$ cat config.mk
export PLATFORM = sky130hd
export DESIGN_NAME = mem_port_arbiter
export DESIGN_NICKNAME = d
export VERILOG_FILES = /design/src/rtl/nrisc_pkg.sv /design/src/rtl/lat_counter.sv /design/src/rtl/mem_port_arbiter.sv
export SDC_FILE = /design/constraint.sdc
export NUM_CORES = 1
export LEC_CHECK = 0
export BUFFER_PORTS_ARGS = -buffer_cell sky130_fd_sc_hd__buf_4
export CAP_MARGIN = 30
export CORE_ASPECT_RATIO = 0.5
export CORE_MARGIN = 5
export CORE_UTILIZATION = 47
export DETAILED_ROUTE_END_ITERATION = 10
export GPL_ROUTABILITY_DRIVEN = 0
export PLACE_DENSITY = 0.86
export SYNTH_ARGS = -nofsm -noshare
export SYNTH_HDL_FRONTEND = slang
export SYNTH_SLANG_ARGS = --single-unit
export TNS_END_PERCENT = 50
$ cat constraint.sdc
create_clock -name clk -period 3.5 [get_ports clk]
set_clock_uncertainty 0.15 [all_clocks]
set_input_delay 0.35 -clock clk [delete_from_list [all_inputs] [get_ports clk]]
set_output_delay 0.35 -clock clk [all_outputs]
set_load 0.05 [all_outputs]
$ cat src/rtl/nrisc_pkg.sv
// Shared definitions for the memory-port arbiter: FSM state encoding,
// requester identities and the legal memory-latency bounds.
package nrisc_pkg;

   // Memory read latency limits in cycles; the counter width covers MAX-1.
   localparam int MEM_LAT_MIN = 1;
   localparam int MEM_LAT_MAX = 3;
   localparam int LAT_W       = 2;

   // Arbiter FSM: one access in flight at a time.
   typedef enum logic [1:0] {
      IDLE  = 2'd0,
      ISSUE = 2'd1,
      WAIT  = 2'd2,
      DONE  = 2'd3
   } arb_state_e;

   // Requester identity; REQ_IF is the reset value of the last-grant pointer,
   // so data wins the first conflict when fair arbitration is built in.
   typedef enum logic {
      REQ_IF = 1'b0,
      REQ_D  = 1'b1
   } req_id_e;

endpackage

$ cat src/rtl/lat_counter.sv
// Read-latency down-counter: loads LOAD when a read is issued, decrements
// while the arbiter waits, and flags zero on the capture cycle.
module lat_counter
   import nrisc_pkg::*;
#(
   parameter int LOAD = 0
) (
   input  logic clk,
   input  logic reset,
   input  logic load,
   input  logic dec,
   output logic zero
);

   logic [LAT_W-1:0] cnt;

   // Load on issue, count down toward zero while waiting; never wraps.
   always_ff @(posedge clk or negedge reset) begin
      if (!reset) begin
         cnt <= '0;
      end else if (load) begin
         cnt <= LAT_W'(LOAD);
      end else if (dec && (cnt != '0)) begin
         cnt <= cnt - LAT_W'(1);
      end
   end

   assign zero = (cnt == '0);

endmodule

$ cat src/rtl/mem_port_arbiter.sv
// Shares one single-port memory between the instruction-fetch port and the
// data port. One access is outstanding at a time: IDLE -> ISSUE -> (WAIT) ->
// DONE -> IDLE. Data requests win by fixed priority; building with the macro
// FAIR_ARB_EN replaces this with alternation driven by a last-grant pointer.
//
// Handshake: a requester raises its req (if_req / d_rd / d_wr) and holds it
// with stable address/data until its gnt pulses (the ISSUE cycle); gnt means
// the access is on the memory bus that cycle. The matching valid pulses for
// one cycle when the access completes (rdata is valid from that cycle until
// the next capture). A request dropped before its gnt is simply forgotten.
module mem_port_arbiter
   import nrisc_pkg::*;
#(
   parameter int MEM_LAT = 1  // legal range MEM_LAT_MIN..MEM_LAT_MAX
) (
   input  logic       clk,
   input  logic       reset,
   input  logic       if_req,
   input  logic [7:0] if_addr,
   output logic       if_gnt,
   output logic       if_valid,
   output logic [7:0] if_rdata,
   input  logic       d_rd,
   input  logic       d_wr,
   input  logic [7:0] d_addr,
   input  logic [7:0] d_wdata,
   output logic       d_gnt,
   output logic       d_valid,
   output logic [7:0] d_rdata,
   output logic [7:0] mem_addr,
   output logic [7:0] mem_wdata,
   output logic       mem_r,
   output logic       mem_w,
   input  logic [7:0] mem_rdata,
   output logic       stall,
   output logic       err,
   output arb_state_e dbg_state
);

   arb_state_e state, state_nx;
   req_id_e    win_id;
   req_id_e    winner_q;
   logic       d_req, any_req, grant, win_rd, cnt_zero;
   logic [7:0] addr_q, wdata_q, if_rdata_q, d_rdata_q;
   logic       err_q;

   assign d_req   = d_rd | d_wr;
   assign any_req = if_req | d_req;

`ifdef FAIR_ARB_EN
   req_id_e last_q;

   // On a conflict, grant the requester that did not win last time.
   always_comb begin
      win_id = REQ_IF;
      if (d_req && if_req) begin
         win_id = (last_q == REQ_D) ? REQ_IF : REQ_D;
      end else if (d_req) begin
         win_id = REQ_D;
      end
   end

   // Remember who was granted most recently.
   always_ff @(posedge clk or negedge reset) begin
      if (!reset) begin
         last_q <= REQ_IF;
      end else if (grant) begin
         last_q <= win_id;
      end
   end
`else
   // Fixed priority: any data request beats a fetch.
   always_comb begin
      win_id = d_req ? REQ_D : REQ_IF;
   end
`endif

   // Fetches are always reads; a data request with both strobes is a read.
   assign win_rd = (win_id == REQ_IF) | d_rd;
   assign grant  = (state == ISSUE) & any_req;

   lat_counter #(
      .LOAD (MEM_LAT - 1)
   ) u_lat (
      .clk   (clk),
      .reset (reset),
      .load  (grant & win_rd),
      .dec   (state == WAIT),
      .zero  (cnt_zero)
   );

   // State register.
   always_ff @(posedge clk or negedge reset) begin
      if (!reset) begin
         state <= IDLE;
      end else begin
         state <= state_nx;
      end
   end

   // Next state plus all combinational outputs.
   always_comb begin
      state_nx  = state;
      if_gnt    = 1'b0;
      d_gnt     = 1'b0;
      mem_r     = 1'b0;
      mem_w     = 1'b0;
      mem_addr  = addr_q;
      mem_wdata = wdata_q;
      if_valid  = 1'b0;
      d_valid   = 1'b0;
      case (state)
         IDLE: begin
            if (any_req) state_nx = ISSUE;
         end
         ISSUE: begin
            if (!any_req) begin
               state_nx = IDLE;
            end else begin
               if_gnt   = (win_id == REQ_IF);
               d_gnt    = (win_id == REQ_D);
               mem_r    = win_rd;
               mem_w    = ~win_rd;
               mem_addr = (win_id == REQ_D) ? d_addr : if_addr;
               if (win_id == REQ_D) mem_wdata = d_wdata;
               state_nx = win_rd ? WAIT : DONE;
            end
         end
         WAIT: begin
            if (cnt_zero) state_nx = DONE;
         end
         DONE: begin
            if_valid = (winner_q == REQ_IF);
            d_valid  = (winner_q == REQ_D);
            state_nx = IDLE;
         end
         default: state_nx = IDLE;
      endcase
   end

   // Latch the winner and the bus values so mem_* hold while idle.
   always_ff @(posedge clk or negedge reset) begin
      if (!reset) begin
         winner_q <= REQ_IF;
         addr_q   <= 8'h00;
         wdata_q  <= 8'h00;
      end else if (grant) begin
         winner_q <= win_id;
         addr_q   <= mem_addr;
         wdata_q  <= mem_wdata;
      end
   end

   // Capture read data on the last wait cycle into the winner's register.
   always_ff @(posedge clk or negedge reset) begin
      if (!reset) begin
         if_rdata_q <= 8'h00;
         d_rdata_q  <= 8'h00;
      end else if ((state == WAIT) && cnt_zero) begin
         if (winner_q == REQ_IF) begin
            if_rdata_q <= mem_rdata;
         end else begin
            d_rdata_q <= mem_rdata;
         end
      end
   end

   // Sticky error: a data request arrived with both read and write strobes.
   always_ff @(posedge clk or negedge reset) begin
      if (!reset) begin
         err_q <= 1'b0;
      end else if (grant && (win_id == REQ_D) && d_rd && d_wr) begin
         err_q <= 1'b1;
      end
   end

   // Hold the processor while a request waits or a read is in flight;
   // forced low while reset is asserted.
   assign stall     = reset & ((state == WAIT) | any_req);
   assign if_rdata  = if_rdata_q;
   assign d_rdata   = d_rdata_q;
   assign err       = err_q;
   assign dbg_state = state;

endmodule

* Word-level counts from Yosys, hierarchy flattened *
Index checks and enable logic that the tools add are counted.

word-level totals
  register bits after elaboration = 38
  output and inout bits = 42

cells by class
  add/subtract/negate cells = 1
  equal/unequal tests = 5
  multiplexer cells = 24
  bitwise operators = 10
  reduce and logical (&&, ||, !) cells = 12

operators by type and width
  cell                                              count
  two-way mux 8 bit                                 6
  two-way mux 1 bit                                 12
  two-way mux 2 bit                                 5
  case mux 2 bit (4 select lines)                   1
  AND reduction 2 bit                               3
  logical AND 1 bit                                 5
  == test 2 bit, second input constant              2
  zero test 2 bit                                   2
  inequality test 2 bit, second input constant      2
  bitwise OR 1 bit                                  4
  nonzero test 2 bit                                2
  AND 1 bit                                         3
  inverter 1 bit                                    3
  == test 2 x 1 -> 1 bit, second input constant     1
  subtractor 2 x 1 -> 2 bit, second input constant  1

* Longest topological paths before layout *
  depth after elaboration = 7
  mapped depth = 6

* Modules after synthesis *
A second synthesis with hierarchy kept.

unflattened totals
  cells, all modules = 132
  area total of the unflattened synthesis = 1938.1 sq um

by module, submodules not included
  module            instances  cells each  area an instance (sq um)  sequential area each (sq um)
  mem_port_arbiter  1          121         1820.5                    900.9
  lat_counter       1          11          117.6                     50.0

* Worst setup path before layout *
OpenSTA, ideal clock, no wires.

  path kind = register to output
  start point = register state[0] (netlist: dbg_state[0])
  end point = output mem_r
  arrival = 2.225 ns
  required time = 3.000 ns
  path slack = 0.775 ns
  stages on the path, launching flop included = 3
  buffers on the path = 0
  cell sequence = dfrtp_1 nor2b_4 a21boi_0

on the way
  longest elaborated chain between the ends = 2

RTL lines
  item                    line                     text
  from (decl)             mem_port_arbiter.sv:40   arb_state_e state, state_nx;
  from (signal assigned)  mem_port_arbiter.sv:97   state <= state_nx;
  == test 2 x 1 -> 1 bit  mem_port_arbiter.sv:112  case (state)
  two-way mux 1 bit       mem_port_arbiter.sv:112
  to (decl)               mem_port_arbiter.sv:32   output logic mem_r,

Every way passes these cells.

* Worst setup path in the final report *
  start point = register state[0] (netlist: dbg_state[0])
  end point = output mem_addr[7]

on the way
  longest elaborated chain between the ends = 2

RTL lines
  item                    line                     text
  == test 2 x 1 -> 1 bit  mem_port_arbiter.sv:112
  two-way mux 8 bit       mem_port_arbiter.sv:112
  to (decl)               mem_port_arbiter.sv:30   output logic [7:0] mem_addr,

Every way passes these cells.

==> impl_metrics.toml <==
[status]
outcome = "finished clean"

[finish]
drive_above_1_share_pct = 68.7
antenna_cells = 0
instances_no_fill = 268
regArea_um2 = 951
area_delta_synth_final_pct = 35.0
multi_input_area_um2 = 885
nets = 252
fillers = 318

[drt]
dr_total_vias = 1321
wirelength_um = 3940
antenna_left = 0
first_pass_iters = 4
drc = 0
wl_per_cell_um = 14.7
drt_iter0_markers = 25
viasPerCell = 4.93

[timing]
holdWs_ns = 0.153
finalWorstSetupSlack_ns = 0.752
fin_crit_ns = 2.75
finalMaxSlewViolations = 0
setup_violations = 0
fin_tns_setup_ns = 0
worst_pin_slew_ns = 0.900
slew_headroom_pct = 40.0
rsz0062_at_grt = "false"
fmax_ghz = 0.364
min_period_over_period_pct = 78.5
hold_viol = 0

[clock_network]
path_clk_slew_ns = 0.07
htreeDepth = 2
cts_sinks = 38
clock_latency_ns = 0.28
cts_tree = "done"
cts-resized-gates = 0
holdBufCountCts = 1
cts_buffers = 5
ctsRootBufferMaster = "clkbuf_8"
cts_setup_buffers = 0
cts_buffer_depth = 2

[die]
core_um2 = 3920
start_util_pct = 49.0
die-width_um = 100
die-area_um2 = 5550
rows = 16
io_pins = 79
die_h_um = 55.2

[logic_synthesis]
synth-edff-count = 0
yosysTopAreaCell = "dfrtp_1"
synthTopCellsByCount = "mux2_2, dfrtp_1, mux2_4"
synth_seq_cells = 38
syn_inst = 133
yosysMostFrequentCell = "mux2_2"
synthTopCellsByArea = "dfrtp_1, mux2_2, mux2_4"
yosys.area.top_type_share_pct = 49.4
synth_area_um2 = 1920
synth_cell_types = 30
syn_avg_cell_area_um2 = 14.5
ys_seq_area_share_pct = 49.4
async_flop_share_pct = 100
ys.flop_type = "dfrtp_1"
synth_nets = 171
yosysWarnings = 0

[global_route]
first_global_vias = 1363
grt_overflow = 0
grt_max_degree = 40
grt_use_total_pct = 14.7
antenna_found_initial = 0
grt_first_pass_wirelength_um = 6480

[setup_path]
worst_r2r_endpoint = "addr_q[0]$_DFFE_PN0P_"
reg2reg_slack_ns = 1.25
end_kind = "output pin"
r2r_cells = 4
arrival_ns = 2.25
cp.required_ns = 3.00
criticalPathCategory = "reg -> out"
startpoint_type = "register"
r2r-start = "dbg_state[0]$_DFFE_PN0P_"
worstPathMaxFanout = 16

[hold_path]
hold_start = "mem_rdata[0]"
holdPathEnd = "d_rdata[0]$_DFFE_PN0P_"
hold_path.class = "in -> reg"
hold_path_depth = 2

[placed_design]
dp_hpwl_um = 3020
dp_slack_ns = 1.06
portBuffers = 78
dp.cells = 260

[flow_run]
max_cap_viol_count = 0
-- flip-flops by register name, summed over array words and instances (netlist names), named ones only --
name / cells
err: 1
winner_q: 1
u_lat.cnt: 2
dbg_state: 1
addr_q: 8
if_rdata: 8
d_rdata: 8
wdata_q: 8
-- layout make-up --
cell class	count	share of cell area [%]
Inverter	3	0.434
Tap cell	54	2.60
Sequential cell	38	36.6
Clock inverter	2	0.386
Clock buffer	5	2.65
Timing Repair Buffer	80	23.2
Multi-Input combinational cell	86	34.1
-- cell families (layout without fill, tap and decap cells) --
| family | Yosys count | count (layout) | synth area share [%] |
|---|---|---|---|
| and+or+nand+nor | 20 | 20 | 7.03 |
| AOI/OAI and AO/OA | 8 | 8 | 3.32 |
| muxes | 56 | 56 | 34.5 |
| adders and majority gates | 1 | 1 | 0.651 |
| DFF | 38 | 38 | 49.4 |
| buffers and inverters | 9 | 90 | 4.55 |
| xor gates and xnor gates | 1 | 1 | 0.456 |
-- critical path, stage by stage (launching register included) --
cell	delay, ns
dfrtp_1	0.45
nor2b_4	0.22
o31a_1	0.75
mux2_4	0.36
buf_4	0.19
-- placed cells by master, fill, tap and decap left out, types with 2 or more instances in the layout --
| master | netlist | layout |
|---|---|---|
| dfrtp_1 | 38 | 38 |
| mux2_2 | 47 | 47 |
| clkbuf_8 | 0 | 5 |
| nand2_1 | 3 | 3 |
| buf_4 | 0 | 79 |
| nor2_1 | 5 | 5 |
| mux2_4 | 9 | 9 |
| clkinv_2 | 0 | 2 |
| inv_1 | 3 | 3 |
-- metrics by stage --
| stage | util (%) | cell area, µm² |
|---|---|---|
| detailed placement | 63.9 | 2510 |
| global placement | 63.9 | 2510 |
| finish | 66.2 | 2600 |
| CTS | 66.2 | 2600 |
| floorplan | - | 1920 |
| global route | 66.2 | 2600 |
-- metal layers --
layer	part of all wire [%]	wire [µm]	global-route usage, %
met4	0.74	29	4.80
met2	55	2160	26.5
met3	5.7	223	4.77
met5	0	0	0
met1	39	1530	16.4
-- worst max path at each step --
stage	endpoint	cells after the start	startpoint	slack, ns
finish	mem_addr[7]	4	dbg_state[0]$_DFFE_PN0P_	0.75
global route	mem_wdata[2]	4	dbg_state[0]$_DFFE_PN0P_	0.61
CTS	mem_addr[7]	4	dbg_state[0]$_DFFE_PN0P_	0.74
detailed placement	mem_wdata[2]	4	dbg_state[0]$_DFFE_PN0P_	1.06
global placement	mem_wdata[4]	4	register	1.12
floorplan	mem_r	2	dbg_state[0]$_DFFE_PN0P_	0.77
Power is left out: the tool's default activity adds up to more than one toggle a clock period on the data nets, which glitch-free logic cannot reach.
